**src/rtl/pe_row_sched.sv**
```systemverilog
// Row scheduler for the 8-pixel, 3-tap, 2-bit convolution PE: feeds one row at a
// time, waits out the PE latency, and presents each result with its row index.
module pe_row_sched #(
  parameter int unsigned ROWS   = 8,
  parameter int unsigned PE_LAT = 1,
  localparam int unsigned RW    = (ROWS > 1) ? $clog2(ROWS) : 1
) (
  input  logic          clk,
  input  logic          rst_n,
  input  logic          start,
  input  logic [5:0]    filt_in,
  output logic          busy,
  input  logic          row_valid,
  output logic          row_ready,
  input  logic [15:0]   row_data,
  output logic [15:0]   pe_in,
  output logic [5:0]    pe_filter,
  input  logic [11:0]   pe_out,
  output logic          res_valid,
  input  logic          res_ready,
  output logic [11:0]   res_data,
  output logic [RW-1:0] res_row,
  output logic          done
);

  localparam int unsigned LW       = (PE_LAT > 0) ? $clog2(PE_LAT + 1) : 1;
  localparam logic [RW-1:0] LAST_ROW = RW'(ROWS - 1);
  localparam logic [LW-1:0] LAT_LOAD = LW'(PE_LAT);

  typedef enum logic [2:0] {
    S_IDLE = 3'd0,
    S_FEED = 3'd1,
    S_WAIT = 3'd2,
    S_EMIT = 3'd3,
    S_DONE = 3'd4
  } state_t;

  state_t        state_q;
  state_t        state_d;
  logic [RW-1:0] row_cnt_q;
  logic [LW-1:0] lat_cnt_q;
  logic          start_c;
  logic          acc_c;
  logic          cap_c;
  logic          hs_c;
  logic          last_c;

  // State register
  always_ff @(posedge clk or negedge rst_n) begin
    if (!rst_n) begin
      state_q <= S_IDLE;
    end else begin
      state_q <= state_d;
    end
  end

  // Next-state decode and datapath enables
  always_comb begin
    state_d = state_q;
    start_c = 1'b0;
    acc_c   = 1'b0;
    cap_c   = 1'b0;
    hs_c    = 1'b0;
    last_c  = (row_cnt_q == LAST_ROW);
    case (state_q)
      S_IDLE: begin
        if (start) begin
          start_c = 1'b1;
          state_d = S_FEED;
        end
      end
      S_FEED: begin
        if (row_valid && row_ready) begin
          acc_c   = 1'b1;
          state_d = S_WAIT;
        end
      end
      S_WAIT: begin
        if (lat_cnt_q == '0) begin
          cap_c   = 1'b1;
          state_d = S_EMIT;
        end
      end
      S_EMIT: begin
        if (res_valid && res_ready) begin
          hs_c    = 1'b1;
          state_d = last_c ? S_DONE : S_FEED;
        end
      end
      S_DONE: begin
        state_d = S_IDLE;
      end
      default: begin
        state_d = S_IDLE;
      end
    endcase
  end

  // Filter, row, latency and result registers
  always_ff @(posedge clk or negedge rst_n) begin
    if (!rst_n) begin
      pe_filter <= '0;
      pe_in     <= '0;
      row_cnt_q <= '0;
      lat_cnt_q <= '0;
      res_data  <= '0;
      res_row   <= '0;
    end else begin
      if (start_c) begin
        pe_filter <= filt_in;
        row_cnt_q <= '0;
      end else if (hs_c && !last_c) begin
        row_cnt_q <= row_cnt_q + RW'(1);
      end
      if (acc_c) begin
        pe_in     <= row_data;
        lat_cnt_q <= LAT_LOAD;
      end else if ((state_q == S_WAIT) && (lat_cnt_q != '0)) begin
        lat_cnt_q <= lat_cnt_q - LW'(1);
      end
      if (cap_c) begin
        res_data <= pe_out;
        res_row  <= row_cnt_q;
      end
    end
  end

  // Status outputs track the state they will be in, so they switch with it
  always_ff @(posedge clk or negedge rst_n) begin
    if (!rst_n) begin
      busy      <= 1'b0;
      row_ready <= 1'b0;
      res_valid <= 1'b0;
      done      <= 1'b0;
    end else begin
      busy      <= (state_d != S_IDLE);
      row_ready <= (state_d == S_FEED);
      res_valid <= (state_d == S_EMIT);
      done      <= (state_d == S_DONE);
    end
  end

endmodule
```
**config.mk**
```make
export PLATFORM = sky130hd
export DESIGN_NAME = pe_row_sched
export DESIGN_NICKNAME = d
export VERILOG_FILES = /design/src/rtl/pe_row_sched.sv
export SDC_FILE = /design/constraint.sdc
export NUM_CORES = 1
export LEC_CHECK = 0
export ABC_AREA = 1
export CAP_MARGIN = 20
export CELL_PAD_IN_SITES_DETAIL_PLACEMENT = 0
export CELL_PAD_IN_SITES_GLOBAL_PLACEMENT = 1
export CORE_MARGIN = 4
export CORE_UTILIZATION = 30
export DETAILED_ROUTE_END_ITERATION = 10
export GPL_TIMING_DRIVEN = 0
export PLACE_DENSITY_LB_ADDON = 0.1
export SKIP_LAST_GASP = 1
export SLEW_MARGIN = 15
export SYNTH_ARGS = -nofsm -noshare
export SYNTH_HDL_FRONTEND = slang
export SYNTH_SLANG_ARGS = --single-unit
```
**constraint.sdc**
```tcl
create_clock -name clk -period 2.5 [get_ports clk]
set_input_delay 0.25 -clock clk [delete_from_list [all_inputs] [get_ports clk]]
set_output_delay 0.25 -clock clk [all_outputs]
set_load 0.03 [all_outputs]
```
==> results list, run 1 <==
* H-Tree Level Count: 2
- Share of the synthesized area in the top cell type: 60.7%
- TritonCTS built the clock tree.
* Total Nets Final: 340
- Compared with the post-synthesis result, the final layout area differs by 50.6%.
- Worst-Margin Slew: 523 ps
- Warning count from the yosys run: 0
- Counting the fill cells in the layout gives 634.
* GRT Residual Overflow: 0
- The routed design could run at a clock period as short as 1600 ps.
- Hold is met by 452 ps.
- By count the netlist is led by 73 x nand2_1, 48 x dfrtp_1, 32 x inv_1, 16 x o21ai_1, 7 x o21ai_0.
* Ratio of routed vias to standard cells: 4.20
- In the final layout, the share of cells above drive strength 1 is 9.67%.
- For the final database, setup skew stands at 5.47 ps.
* Die height: 89.2 um
- Vias in the first global route: 1,590
* Clk_lat worst skew: 290 ps
* Crit path buffers/inverters: 1
- Final non-filler cell total: 377
* Cell family with most CP delay: buffers and inverters
* Clock transition at the register clock pins on the worst setup and hold paths after CTS: 90 ps
- Global routing used 12.2% of the available tracks.
- Synth Cell Area: 1980 um2
- Post-CTS sizing: 0
- Power spread over the standard cell area amounts to 1270 nW/um2.
- Final Hold Vio Count: 0
- Buffers added to address setup during post-CTS repair amount to 0.
- Port buffer count: 79
- At the end of the flow the core is filled with cells to 46.7%.
- In this run, synthesis inferred 0 flip-flops with an integrated enable.
- Measured against its own limit, the worst slew margin works out to 65.1%.
- TritonCTS created 5 clock buffers.
- Outcome: complete, no violations
- Of all flip-flops after synthesis, the portion carrying an async set or reset was 100%.
- Flop and latch count out of synthesis: 48
- In this run the worst path has a maximum fanout of 3.
- Top-Level Pins: 80
* Synth area leader: dfrtp_1
- Fin crit share: 64.0%
- Number of antenna violations at the first check in global routing: 0
- Dividing the detail-routed wire length by the instance count gives 12.1 um.
- The first global-routing pass estimated 7510 um of wire.
- Max Clk Rate: 0.625 GHz
- Critical Path, Cell by Cell: clkdlybuf4s50_1
- Post-DP HPWL: 3360 um
- Summed over all cells, the static leakage comes to 1.48 nW.
- Total power draw: 3.77 mW
- Max-cap violations in this run came to 0.
- Final routed wirelength across all metal layers: 4580 um
- Unrepaired setup endpoints after global routing: false
* Required time of the critical path: 2250 ps
* Gate count after technology mapping: 211
- The number of nets in the synthesized netlist is 252.
- Count leader, synth: nand2_1
- Row generation in the floorplan step produced 29 rows.
- Tracing the worst setup path back leads to its startpoint at res_valid$_DFF_PN0_.
* Initial core utilization: 31.0%
* Biggest area contributors in the synthesized netlist: dfrtp_1 61%, nand2_1 14%, inv_1 6.1%
- Kind of critical path: register to output port
* Launching element type of the critical path: register
* Root buffer cell: clkbuf_8
- VDD IR max: 0.602 mV
* Peak per-stage delay on the critical path: 680 ps
- Kind of path behind the tightest hold check: input port to async pin
- Setup violations remaining at the end of the flow were counted as 0.
* Average cell area after synthesis: 9.38 um2
* Cell at the slowest stage of the critical path: clkdlybuf4s50_1
- Across all register-to-register paths, the minimum setup slack is 1180 ps.
* Number of placed cells counting well taps: 368
- Reg2Reg Launch Point: row_cnt_q[0]$_DFFE_PN0P_
- Part of the Yosys area used for sequential elements: 60.7%
- Entering global routing, the biggest net connects 28 pins.
- STA classifies the critical path endpoint as an output port.
- Diode insertion count for antenna repair: 0
- Arrival time at the worst endpoint: 1350 ps
- Initial drt markers: 46
* Distinct cell type count of the synthesized netlist: 19
* Vias post-DR: 1,582
* Total Die Area: 7960 um2
- Core Footprint: 6390 um2
- The max-slew violation total from the final report was 0.
* Final estimated routing congestion in global placement: 0.711
- Die width: 89.2 um
* Number of nets still failing antenna checks after routing: 0
* Clock Sinks: 48
* Post-synth top flop: dfrtp_1
- Clock Path Buffers: 2
* DRC violation count after routing: 0
* Detailed Routing Iterations Pass 1: 3
==> area by class of cell <==
cell class,count,area (um2),area share [%]
Clock buffer,8,90.1,3.02
Inverter,33,124,4.15
Timing Repair Buffer,81,816,27.4
Tap cell,77,96.3,3.23
Buffer,7,61.3,2.06
Sequential cell,48,1200,40.3
Multi-Input combinational cell,123,593,19.9
==> placed cells by master (no fill, tap or decap), types with 4 or more instances in the layout <==
cell | Yosys | routed
clkdlybuf4s50_1 | 0 | 78
nand2_1 | 73 | 73
clkbuf_8 | 0 | 6
nand3_1 | 4 | 4
o21ai_1 | 16 | 16
nor2_1 | 5 | 5
inv_1 | 32 | 32
o21ai_0 | 7 | 7
o21ai_2 | 6 | 6
dfrtp_1 | 48 | 48
==> metrics by stage <==
step           cell area, um2  TNS, ps  setup WS (ps)
6_report                 2980        0            899
2_1_floorplan            1980        0           1320
3_3_place_gp             2870   -18540           -389
5_1_grt                  2980        0            837
4_1_cts                  2980        0            875
3_5_place_dp             2880        0           1020
==> report_power, final <==
part | total (mW) | internal (mW) | switching (mW)
Sequential | 1.30 | 1.12 | 0.188
Combinational | 1.99 | 0.824 | 1.17
Clock | 0.477 | 0.226 | 0.250
Total | 3.77 | 2.17 | 1.61
==> path summary, 6_finish.rpt <==
| path | end | cells past startpoint |
|---|---|---|
| max in group asynchronous | state_q[1]$_DFF_PN0_ | 3 |
| min in group clk | res_data[2]$_DFFE_PN0P_ | 3 |
| worst max-delay path | res_valid | 1 |
| worst min register to register | pe_filter[0]$_DFFE_PN0P_ | 2 |
| worst max register to register | busy$_DFF_PN0_ | 6 |
| worst min-delay path | res_data[7]$_DFFE_PN0P_ | 2 |
==> kinds of logic after synthesis <==
| family | share of synthesized area, % |
|---|---|
| and+or+nand+nor | 20.2 |
| AOI/OAI and AO/OA | 8.47 |
| buffers and inverters | 9.35 |
| adders and majority gates | 1.26 |
| DFF | 60.7 |
==> repair_timing <==
| item | CTS | global route |
|---|---|---|
| endpoints found under the setup margin | 0 | 0 |
| hold endpoints to repair | 21 | 0 |
| hold buffers | 1 | 0 |
==> per-layer routing <==
metal	part of all wire [%]	wire, um	vias to the layer above	track usage (%)
met3	7.3	333	8	3.96
met4	1.3	61	0	4.06
li1	-	-	813	-
met2	46	2090	42	18.4
met5	0	0	-	0
met1	46	2090	719	16.5
==> sequential cells by signal, indices dropped and copies added, names as in the netlist <==
| name | flops |
|---|---|
| busy | 1 |
| done | 1 |
| lat_cnt_q | 1 |
| pe_filter | 6 |
| pe_in | 16 |
| res_data | 12 |
| res_row | 3 |
| res_valid | 1 |
| row_cnt_q | 3 |
| row_ready | 1 |
| state_q | 3 |
(Power assumes the default switching activity.)
==> run 2: changes to the inputs <==
==> constraint.sdc (replaced) <==
create_clock -name clk -period 1.6 [get_ports clk]
set_input_delay 0.16 -clock clk [delete_from_list [all_inputs] [get_ports clk]]
set_output_delay 0.16 -clock clk [all_outputs]
set_load 0.03 [all_outputs]
==> results of run 2 <==
The final DEF is identical to that of run 1. Status: complete, no violations.
Main changes from that run: setup slack after placement 1020 ps -> 212 ps; setup slack after layout 899 ps -> 88.8 ps; hold slack 452 ps -> 362 ps; register-to-register setup slack 1180 ps -> 280 ps; total power 3.77 mW -> 5.89 mW; worst IR drop on VDD 0.602 mV -> 0.940 mV
==> run 3: changes to the inputs <==
--- a/config.mk
+++ b/config.mk
@@ -10,7 +10,7 @@
 export CELL_PAD_IN_SITES_DETAIL_PLACEMENT = 0
 export CELL_PAD_IN_SITES_GLOBAL_PLACEMENT = 1
 export CORE_MARGIN = 4
-export CORE_UTILIZATION = 30
+export CORE_UTILIZATION = 31
 export DETAILED_ROUTE_END_ITERATION = 10
 export GPL_TIMING_DRIVEN = 0
 export PLACE_DENSITY_LB_ADDON = 0.1
@@ -19,3 +19,4 @@
 export SYNTH_ARGS = -nofsm -noshare
 export SYNTH_HDL_FRONTEND = slang
 export SYNTH_SLANG_ARGS = --single-unit
+export TNS_END_PERCENT = 10
==> results list, run 3 (synthesized netlist as in run 1, its figures left out) <==
* Proportion of layout cells with a drive suffix above 1: 10.3%
- The kind of cell with the highest combined delay along the critical path is buffers and inverters.
* Required time of the critical path: 1440 ps
* Largest registers: pe_in: 16 flops, res_data: 12 flops, pe_filter: 6 flops
* Most frequent standard cell in the layout excluding fill and tap cells: clkdlybuf4s50_1
- Top-Level Pins: 80
- VDD IR max: 0.861 mV
- Number of antenna violations at the first check in global routing: 0
- In this run the power density over the cells is 1980 nW/um2.
- Fin crit share: 95.0%
- CP Depth: 1
* Kind of critical path: register to output port
- The die is 87.9 um wide.
- The congestion estimate from routability-driven global placement came to 0.708.
- CTS tree: built
- Arrival time at the worst endpoint: 1360 ps
- Port buffer count: 79
- The H-tree was split into 2 levels.
- In this run the register-to-register setup slack is 300 ps.
- The library cells used most frequently in the layout, excluding fill and tap cells, are 78 x clkdlybuf4s50_1, 73 x nand2_1, 48 x dfrtp_1.
- Once layout is complete, the utilization of the core stands at 49.2%.
* Diode insertion count for antenna repair: 0
* Outcome: complete, no violations
- The count of final hold-check violations was 0.
- Dividing the detail-routed wire length by the instance count gives 11.9 um.
- Kind of path behind the tightest hold check: input port to async pin
* Post-CTS setup-driven buffer insertion count: 0
- Counting the fill cells in the layout gives 588.
- Layout overhead on the synthesized area: 50.6%
* Final routed wirelength across all metal layers: 4470 um
* Vias post-DR: 1,562
- The clock net in this run drives a total of 48 sinks.
- Max-cap violation count: 0
* Vias in the first global route: 1,507
* Post-DP HPWL: 3360 um
- Critical Path, Cell by Cell: clkdlybuf4s50_1
- OpenSTA, run right after detailed placement, puts the worst setup slack at 242 ps.
- Detailed Routing Iterations Pass 1: 3
* Number of nets still failing antenna checks after routing: 0
- Post-layout worst setup margin: 80.2 ps
- Type of destination of the critical path: output port
- Reg2Reg Launch Point: row_cnt_q[0]$_DFFE_PN0P_
- Ratio of routed vias to standard cells: 4.17
* Normalized max-slew margin: 62.2%
* GRT Residual Overflow: 0
- The floorplan has 28 rows.
* Crit path buffers/inverters: 1
* Maximum number of pins on one net before global-route repair: 26
- The worst setup path is launched from a register.
* CTS buffer count: 5
* Number of flip-flops in the largest register: 16
* Hold-fix buffer count after cts: 1
* DRC violation count after routing: 0
- The die is 87.9 um tall.
* Clk_lat worst skew: 300 ps
- Once the clock tree was built, the resizer swapped 0 gates to a different size.
* Max Clk Rate: 0.658 GHz
* Static leakage power: 1.48 nW
- Root buffer cell: clkbuf_8
- Clock transition at the register clock pins on the worst setup and hold paths after CTS: 90 ps
- In the global route stage, overall resource usage came out at 12.4%.
- Subtracting the final worst setup slack from the clock period gives 1520 ps.
* Depth of the worst register-to-register path: 7
- Total Nets Final: 340
* Peak per-stage delay on the critical path: 680 ps
- Wire length of the first global-routing pass: 7330 um
* Worst-Margin Slew: 567 ps
- On the final layout, the worst clock skew is 4.02 ps.
* Final setup viols: 0
- Worst-case hold slack: 383 ps
* Core Footprint: 6060 um2
* Initial drt markers: 60
- Of all nets on the critical path, the largest fanout is 3.
- Adding up every negative setup slack in the final design gives 0 ps.
* Clock Path Buffers: 2
- Cell at the slowest stage of the critical path: clkdlybuf4s50_1
- Initial core utilization: 32.7%
* Max-slew violation count: 0
- Unrepaired setup endpoints after global routing: false
- The floorplan step defined a die boundary enclosing 7730 um2.
- Register ranked first by flip-flop count: pe_in
* Reg2Reg Capture Point: row_ready$_DFF_PN0_
## run 3: cell types whose count changed in the layout (fill, tap and decap cells not counted), sizes merged
cell	delta
clkinv	+2
clkbuf	-2
## run 3: layout make-up
cell class	count	area, um2	area share, %
Inverter	33	124	4.15
Buffer	7	61.3	2.06
Tap cell	75	93.8	3.15
Timing Repair Buffer	81	816	27.4
Multi-Input combinational cell	123	593	19.9
Sequential cell	48	1200	40.3
Clock buffer	6	82.6	2.77
Clock inverter	2	10.0	0.336
## run 3: power breakdown
group	switching [mW]	leakage, nW	internal [mW]	total, mW
Combinational	1.82	0.825	1.29	3.11
Sequential	0.294	0.606	1.74	2.04
Clock	0.402	0.0510	0.346	0.747
## run 3: worst max-delay path by stage
stage	startpoint	end	slack, ps
CTS	res_valid$_DFF_PN0_	res_valid	40
global route	res_valid$_DFF_PN0_	res_valid	9
floorplan	row_ready$_DFF_PN0_	pe_in[0]$_DFFE_PN0P_	420
finish	res_valid$_DFF_PN0_	res_valid	80
detailed placement	row_valid	pe_in[1]$_DFFE_PN0P_	240
global placement	rst_n	pe_filter[4]$_DFFE_PN0P_	-1160
## run 3: per-layer routing
layer	GRT usage [%]	up-vias	share of wire, %
li1	-	816	-
met1	16.1	696	45
met2	18.8	44	46
met3	4.70	6	7.9
met4	5.02	0	1.6
met5	0	-	0
## run 3: stage by stage
step / cell area, um2 / std cells / power (mW)
after floorplan: 1980 / 211 / 3.92
after CTS: 2980 / 375 / 6.00
final: 2980 / 375 / 5.89
after global routing: 2980 / 375 / 6.32
after global placement: 2860 / 365 / 5.19
after detailed placement: 2880 / 366 / 5.22
